## src/rtl/mips_multicycle_controller.sv

```systemverilog
// Multi-cycle MIPS main control FSM.
// Steps each instruction through fetch/decode/execute/memory/writeback using one shared ALU
// and one shared memory. Memory states wait on mem_ready, and a timeout guards each wait.
module mips_multicycle_controller #(
  parameter int unsigned MEM_TIMEOUT = 16,
  parameter bit          ADDI_EN     = 1'b1,
  parameter int unsigned TO_W        = $clog2(MEM_TIMEOUT + 1)
) (
  input  logic       clk,
  input  logic       rst_n,
  input  logic [5:0] opcode,
  input  logic       zero,
  input  logic       mem_ready,
  output logic       IorD,
  output logic       MemRead,
  output logic       MemWrite,
  output logic       IRWrite,
  output logic       regDst,
  output logic       MemToReg,
  output logic       regWrite,
  output logic       ALUSrcA,
  output logic [1:0] ALUSrcB,
  output logic [1:0] ALUOp,
  output logic [1:0] PCSrc,
  output logic       PCWrite,
  output logic       instr_done,
  output logic       illegal_op,
  output logic       mem_timeout,
  output logic [3:0] state_o
);

  // Keep the counter at least one bit wide so MEM_TIMEOUT=0 still elaborates.
  localparam int unsigned   CW     = (TO_W > 0) ? TO_W : 1;
  localparam logic [CW-1:0] TO_MAX = CW'(MEM_TIMEOUT);

  localparam logic [5:0] OP_RTYPE = 6'b000000;
  localparam logic [5:0] OP_LW    = 6'b100011;
  localparam logic [5:0] OP_SW    = 6'b101011;
  localparam logic [5:0] OP_BEQ   = 6'b000100;
  localparam logic [5:0] OP_J     = 6'b000010;
  localparam logic [5:0] OP_ADDI  = 6'b001000;

  typedef enum logic [3:0] {
    StIdle   = 4'd0,
    StFetch  = 4'd1,
    StDecode = 4'd2,
    StMemAdr = 4'd3,
    StMemRd  = 4'd4,
    StMemWb  = 4'd5,
    StMemWr  = 4'd6,
    StExec   = 4'd7,
    StAluWb  = 4'd8,
    StBeq    = 4'd9,
    StAddiEx = 4'd10,
    StAddiWb = 4'd11,
    StJump   = 4'd12,
    StTrap   = 4'd13
  } state_e;

  state_e        state_q, state_d;
  logic [CW-1:0] cnt_q, cnt_d;
  logic          illegal_op_q, mem_timeout_q;
  logic          wait_st, to_hit, bad_op;

  // Next-state decode, including the memory-wait timeout override.
  always_comb begin
    state_d = state_q;
    bad_op  = 1'b0;
    to_hit  = 1'b0;
    wait_st = (state_q == StFetch) || (state_q == StMemRd) || (state_q == StMemWr);
    unique case (state_q)
      StIdle:   state_d = StFetch;
      StFetch:  if (mem_ready) state_d = StDecode;
      StDecode: begin
        case (opcode)
          OP_LW, OP_SW: state_d = StMemAdr;
          OP_RTYPE:     state_d = StExec;
          OP_BEQ:       state_d = StBeq;
          OP_J:         state_d = StJump;
          OP_ADDI: begin
            if (ADDI_EN) begin
              state_d = StAddiEx;
            end else begin
              state_d = StTrap;
              bad_op  = 1'b1;
            end
          end
          default: begin
            state_d = StTrap;
            bad_op  = 1'b1;
          end
        endcase
      end
      StMemAdr: state_d = (opcode == OP_LW) ? StMemRd : StMemWr;
      StMemRd:  if (mem_ready) state_d = StMemWb;
      StMemWb:  state_d = StFetch;
      StMemWr:  if (mem_ready) state_d = StFetch;
      StExec:   state_d = StAluWb;
      StAluWb:  state_d = StFetch;
      StBeq:    state_d = StFetch;
      StAddiEx: state_d = StAddiWb;
      StAddiWb: state_d = StFetch;
      StJump:   state_d = StFetch;
      StTrap:   state_d = StTrap;
      default:  state_d = StIdle;
    endcase
    // A ready in the final allowed cycle still wins over the timeout.
    if ((MEM_TIMEOUT != 0) && wait_st && !mem_ready && (cnt_q == TO_MAX)) begin
      to_hit  = 1'b1;
      state_d = StTrap;
    end
  end

  // Wait counter: counts stalled memory cycles, saturates, clears on any state change.
  always_comb begin
    cnt_d = cnt_q;
    if ((MEM_TIMEOUT == 0) || (state_d != state_q)) begin
      cnt_d = '0;
    end else if (wait_st && !mem_ready && (cnt_q != TO_MAX)) begin
      cnt_d = cnt_q + CW'(1);
    end
  end

  // State, counter and sticky error flags.
  always_ff @(posedge clk or negedge rst_n) begin
    if (!rst_n) begin
      state_q       <= StIdle;
      cnt_q         <= '0;
      illegal_op_q  <= 1'b0;
      mem_timeout_q <= 1'b0;
    end else begin
      state_q <= state_d;
      cnt_q   <= cnt_d;
      if (bad_op) illegal_op_q <= 1'b1;
      if (to_hit) mem_timeout_q <= 1'b1;
    end
  end

  // Datapath controls decoded from the current state; only handshake/zero bypass the register.
  always_comb begin
    IorD       = 1'b0;
    MemRead    = 1'b0;
    MemWrite   = 1'b0;
    IRWrite    = 1'b0;
    regDst     = 1'b0;
    MemToReg   = 1'b0;
    regWrite   = 1'b0;
    ALUSrcA    = 1'b0;
    ALUSrcB    = 2'b00;
    ALUOp      = 2'b00;
    PCSrc      = 2'b00;
    PCWrite    = 1'b0;
    instr_done = 1'b0;
    unique case (state_q)
      StFetch: begin
        MemRead = 1'b1;
        ALUSrcB = 2'b01;
        IRWrite = mem_ready;
        PCWrite = mem_ready;
      end
      StDecode: ALUSrcB = 2'b11;
      StMemAdr: begin
        ALUSrcA = 1'b1;
        ALUSrcB = 2'b10;
      end
      StMemRd: begin
        IorD    = 1'b1;
        MemRead = 1'b1;
      end
      StMemWb: begin
        regWrite   = 1'b1;
        MemToReg   = 1'b1;
        instr_done = 1'b1;
      end
      StMemWr: begin
        IorD       = 1'b1;
        MemWrite   = 1'b1;
        instr_done = mem_ready;
      end
      StExec: begin
        ALUSrcA = 1'b1;
        ALUOp   = 2'b10;
      end
      StAluWb: begin
        regWrite   = 1'b1;
        regDst     = 1'b1;
        instr_done = 1'b1;
      end
      StBeq: begin
        ALUSrcA    = 1'b1;
        ALUOp      = 2'b01;
        PCSrc      = 2'b01;
        PCWrite    = zero;
        instr_done = 1'b1;
      end
      StAddiEx: begin
        ALUSrcA = 1'b1;
        ALUSrcB = 2'b10;
      end
      StAddiWb: begin
        regWrite   = 1'b1;
        instr_done = 1'b1;
      end
      StJump: begin
        PCSrc      = 2'b10;
        PCWrite    = 1'b1;
        instr_done = 1'b1;
      end
      default: ;
    endcase
  end

  assign illegal_op  = illegal_op_q;
  assign mem_timeout = mem_timeout_q;
  assign state_o     = state_q;

endmodule

```

## config.mk

```make
export PLATFORM = sky130hd
export DESIGN_NAME = mips_multicycle_controller
export DESIGN_NICKNAME = d
export VERILOG_FILES = /design/src/rtl/mips_multicycle_controller.sv
export SDC_FILE = /design/constraint.sdc
export NUM_CORES = 1
export LEC_CHECK = 0
export CAP_MARGIN = 0
export CORE_ASPECT_RATIO = 1.25
export CORE_MARGIN = 2
export CORE_UTILIZATION = 49
export DETAILED_ROUTE_END_ITERATION = 6
export PLACE_DENSITY = 0.84
export SLEW_MARGIN = 10
export SYNTH_ARGS = -nofsm -noshare
export SYNTH_HDL_FRONTEND = slang
export SYNTH_SLANG_ARGS = --single-unit
```

## constraint.sdc

```tcl
create_clock -name clk -period 3.8 [get_ports clk]
set_clock_uncertainty 0.2 [all_clocks]
set_input_delay 0.95 -clock clk [delete_from_list [all_inputs] [get_ports clk]]
set_output_delay 0.95 -clock clk [all_outputs]
set_load 0.01 [all_outputs]
```

==> run_results.csv <==
group,metric,value,unit
timing,tightest_slew,721,ps
synthesis,synth_cells,128,
routing,wl_per_cell,13.7,µm
synthesis,yosysUniqueCellTypes,45,
clocking,clk_latency,270,ps
timing,hold_violations,0,
power_and_ir_drop,power.switching,46.4,µW
clocking,holdBufCountCts,0,
placed_design,port_buffers,31,
setup_path,r2r_setup_slack,1030,ps
floorplan,initial_utilization,51.6,%
routing,detail-route-antenna-nets,0,
synthesis,syn_area,1020,µm²
floorplan,die_area,2470,µm²
setup_path,crit_path_max_fanout,3,
setup_path,required,2650,ps
global_routing,grt_pass1_vias,899,
setup_path,r2r_cells,6,
synthesis,yosys.area_share.simple,31.2,%
placed_design,dp.final_hpwl,1920,µm
synthesis,yosysSeqAreaShare,26.9,%
final_layout,fin_nets,168,
setup_path,worstSetupStartpointType,"input port",
synthesis,avgSynthCellArea,7.99,µm²
global_routing,grt_pass1_wl,4020,µm
timing,rsz0062_at_grt,"no",
timing,maxSlewViolCount,0,
global_routing,grt_usage,21.7,%
routing,route.detailed.drc,0,
clocking,path_clk_slew,60,ps
final_layout,antenna_cells,0,
setup_path,timing.rr.end,"cnt_q[1]$_DFFE_PN0P_",
routing,num_vias,1051,
run_status,status,"completed",
final_layout,fill_cells,174,
floorplan,fp.dieH,55.1,µm
synthesis,synth-edff-count,0,
synthesis,yosysWarningCount,0,
timing,hold_slack,273,ps
global_routing,antenna_found_initial,0,
global_routing,grt_max_degree,25,
power_and_ir_drop,p_int,168,µW
final_layout,drive_gt1_share,6.45,%
setup_path,crit_type,"in -> out",
power_and_ir_drop,p_comb_share,9.1,%
clocking,cts_resized,0,
clocking,cts_tree,"yes",
setup_path,cp.arrival,2340,ps
flow_run,maxCapViolCount,0,
timing,max_freq,0.286,GHz
synthesis,ys_async_sr_fraction,100,%
synthesis,synth_adder_area_share,2.45,%
clocking,cts_buffers,3,
clocking,post-cts-setup-buffer-count,0,
floorplan,core_area,1980,µm²
floorplan,rows,18,
power_and_ir_drop,clkPwrFrac,36.5,%
power_and_ir_drop,seqPwrFrac,54.5,%
setup_path,critPathCapture,"instr_done",
synthesis,synth_xor_area_share,6.00,%
setup_path,rr_startpoint,"state_o[0]$_DFF_PN0_",
min_path,hold_path_class,"reg -> reg",
synthesis,synth_top_family_by_area,"simple AND/OR/NAND/NOR gates",
synthesis,ys.flop_type,"dfrtp_1",
timing,period_minus_slack,3490,ps
final_layout,areaGrowthSynthToFinish,32.6,%
clocking,clock_sinks,11,
setup_path,critPathLaunch,"mem_ready",
floorplan,ioPinCount,32,
synthesis,synthMuxAreaShare,1.96,%
timing,setup_tns,0,ps
global_routing,grt.overflow.total,0,
synthesis,synth-seq-cells,11,
clocking,root_buffer,"clkbuf_4",
timing,period_share,91.9,%
power_and_ir_drop,ir_drop,0.000262,V
clocking,cts_max_path_buffers,2,
power_and_ir_drop,p_leak,0.561,nW
timing,finalSetupViolCount,0,
placed_design,globalplace.congestion,0.812,
final_layout,multi_input_area,677,µm²
clocking,ctsHtreeMaxLevel,1,
final_layout,seq_area,275,µm²
setup_path,critPathCaptureType,"primary output",
timing,slew_headroom,51.9,%
synthesis,synth-compound-area-share,24.6,%
floorplan,dieWidth,44.9,µm
synthesis,syn_nets,140,
routing,wirelength,2400,µm
power_and_ir_drop,power.density,158,nW/µm²
routing,viasPerCell,6.01,
routing,first_pass_iters,4,
routing,initialDrtViolationCount,18,
power_and_ir_drop,netSwitchingFraction,21.6,%
[cell usage in the layout (no fill, tap or decap), drive strengths merged, types with 2 or more instances in the layout]
cell type      netlist  final
clkdlybuf4s50        0     31
nand2               13     13
dfrtp               11     11
nor2                 9      9
nand2b               8      8
nand3                7      7
a21oi                6      6
inv                  5      5
xor2                 5      5
nor3                 4      4
o211ai               4      4
a221oi               4      4
clkbuf               6      4
o22ai                3      3
o21ai                3      3
nand4                3      3
buf                  5      3
xnor2                2      2
o21a                 2      2
nand4b               2      2
mux2i                2      2
a21o                 2      2
ha                   2      2
[layer usage]
| metal | routed length, µm | part of all wire (%) | vias to the layer above | track usage, % |
|---|---|---|---|---|
| met4 | 12 | 0.50 | 0 | 2.94 |
| met1 | 1030 | 43 | 503 | 25.7 |
| li1 | - | - | 524 | - |
| met5 | 0 | 0 | - | 0 |
| met2 | 1280 | 53 | 22 | 40.1 |
| met3 | 78 | 3.3 | 2 | 5.52 |
[synthesized netlist by cell type (3+ instances only)]
cell,count,share of area (%)
nand2b_1,8,4.9
nand4_1,3,1.8
a221oi_1,4,3.4
o22ai_1,3,1.8
o211ai_1,4,2.9
xor2_1,5,4.3
inv_1,5,1.8
a21oi_1,5,2.4
nor3_1,4,2.0
dfrtp_1,11,27
o21ai_0,3,1.5
clkbuf_1,6,2.2
nand2_1,13,4.8
nand3_1,7,3.4
nor2_1,9,3.3
[flip-flops by register name (all words and copies together) (netlist names)]
| register | flops |
|---|---|
| state_o | 4 |
| cnt_q | 5 |
| mem_timeout | 1 |
| illegal_op | 1 |
[worst min path at each step]
| stage | startpoint | to | slack (ps) | cells past startpoint |
|---|---|---|---|---|
| floorplan | illegal_op$_DFFE_PN0P_ | illegal_op$_DFFE_PN0P_ | 300 | 1 |
| global placement | mem_timeout$_DFFE_PN0P_ | mem_timeout$_DFFE_PN0P_ | 250 | 1 |
| detailed placement | mem_timeout$_DFFE_PN0P_ | mem_timeout$_DFFE_PN0P_ | 260 | 1 |
| CTS | mem_timeout$_DFFE_PN0P_ | mem_timeout$_DFFE_PN0P_ | 280 | 1 |
| global route | mem_timeout$_DFFE_PN0P_ | mem_timeout$_DFFE_PN0P_ | 300 | 1 |
| finish | mem_timeout$_DFFE_PN0P_ | mem_timeout$_DFFE_PN0P_ | 270 | 1 |
[cell type report]
class                           count  share of cell area [%]
Inverter                            5                    1.39
Multi-Input combinational cell    101                    50.0
Sequential cell                    11                    20.3
Clock buffer                        4                    1.94
Timing Repair Buffer               34                    24.6
Tap cell                           20                    1.85
[power groups by stage]
| stage | sequential, mW | clock [mW] | combinational, mW |
|---|---|---|---|
| after floorplan | 0.119 | 0 | 0.00374 |
| after global placement | 0.119 | 0 | 0.0188 |
| after detailed placement | 0.119 | 0 | 0.0194 |
| after CTS | 0.117 | 0.0836 | 0.0194 |
| after global routing | 0.117 | 0.0862 | 0.0215 |
| final | 0.117 | 0.0783 | 0.0195 |
[cells by family after synthesis]
kind of cell,Yosys count
and+or+nand+nor,57
AOI/OAI and AO/OA,33
buffers and inverters,16
DFF,11
xor gates and xnor gates,7
muxes,2
adders and majority gates,2
[through the flow]
step / cells / power (mW) / cell area, µm² / utilization (%) / setup WS [ps]
finish: 175 / 0.215 / 1360 / 68.4 / 309
global route: 175 / 0.225 / 1360 / 68.4 / 174
CTS: 175 / 0.220 / 1360 / 68.4 / 298
detailed placement: 171 / 0.139 / 1330 / 67.0 / 306
global placement: 171 / 0.138 / 1330 / 67.0 / 320
floorplan: 128 / 0.123 / 1020 / - / 1190
[critical path: stages]
cell and delay, ps:
clkdlybuf4s50_1 500, nand2_1 80, o22ai_1 150, o21a_1 140, clkdlybuf4s50_1 530
(Power assumes the default switching activity.)
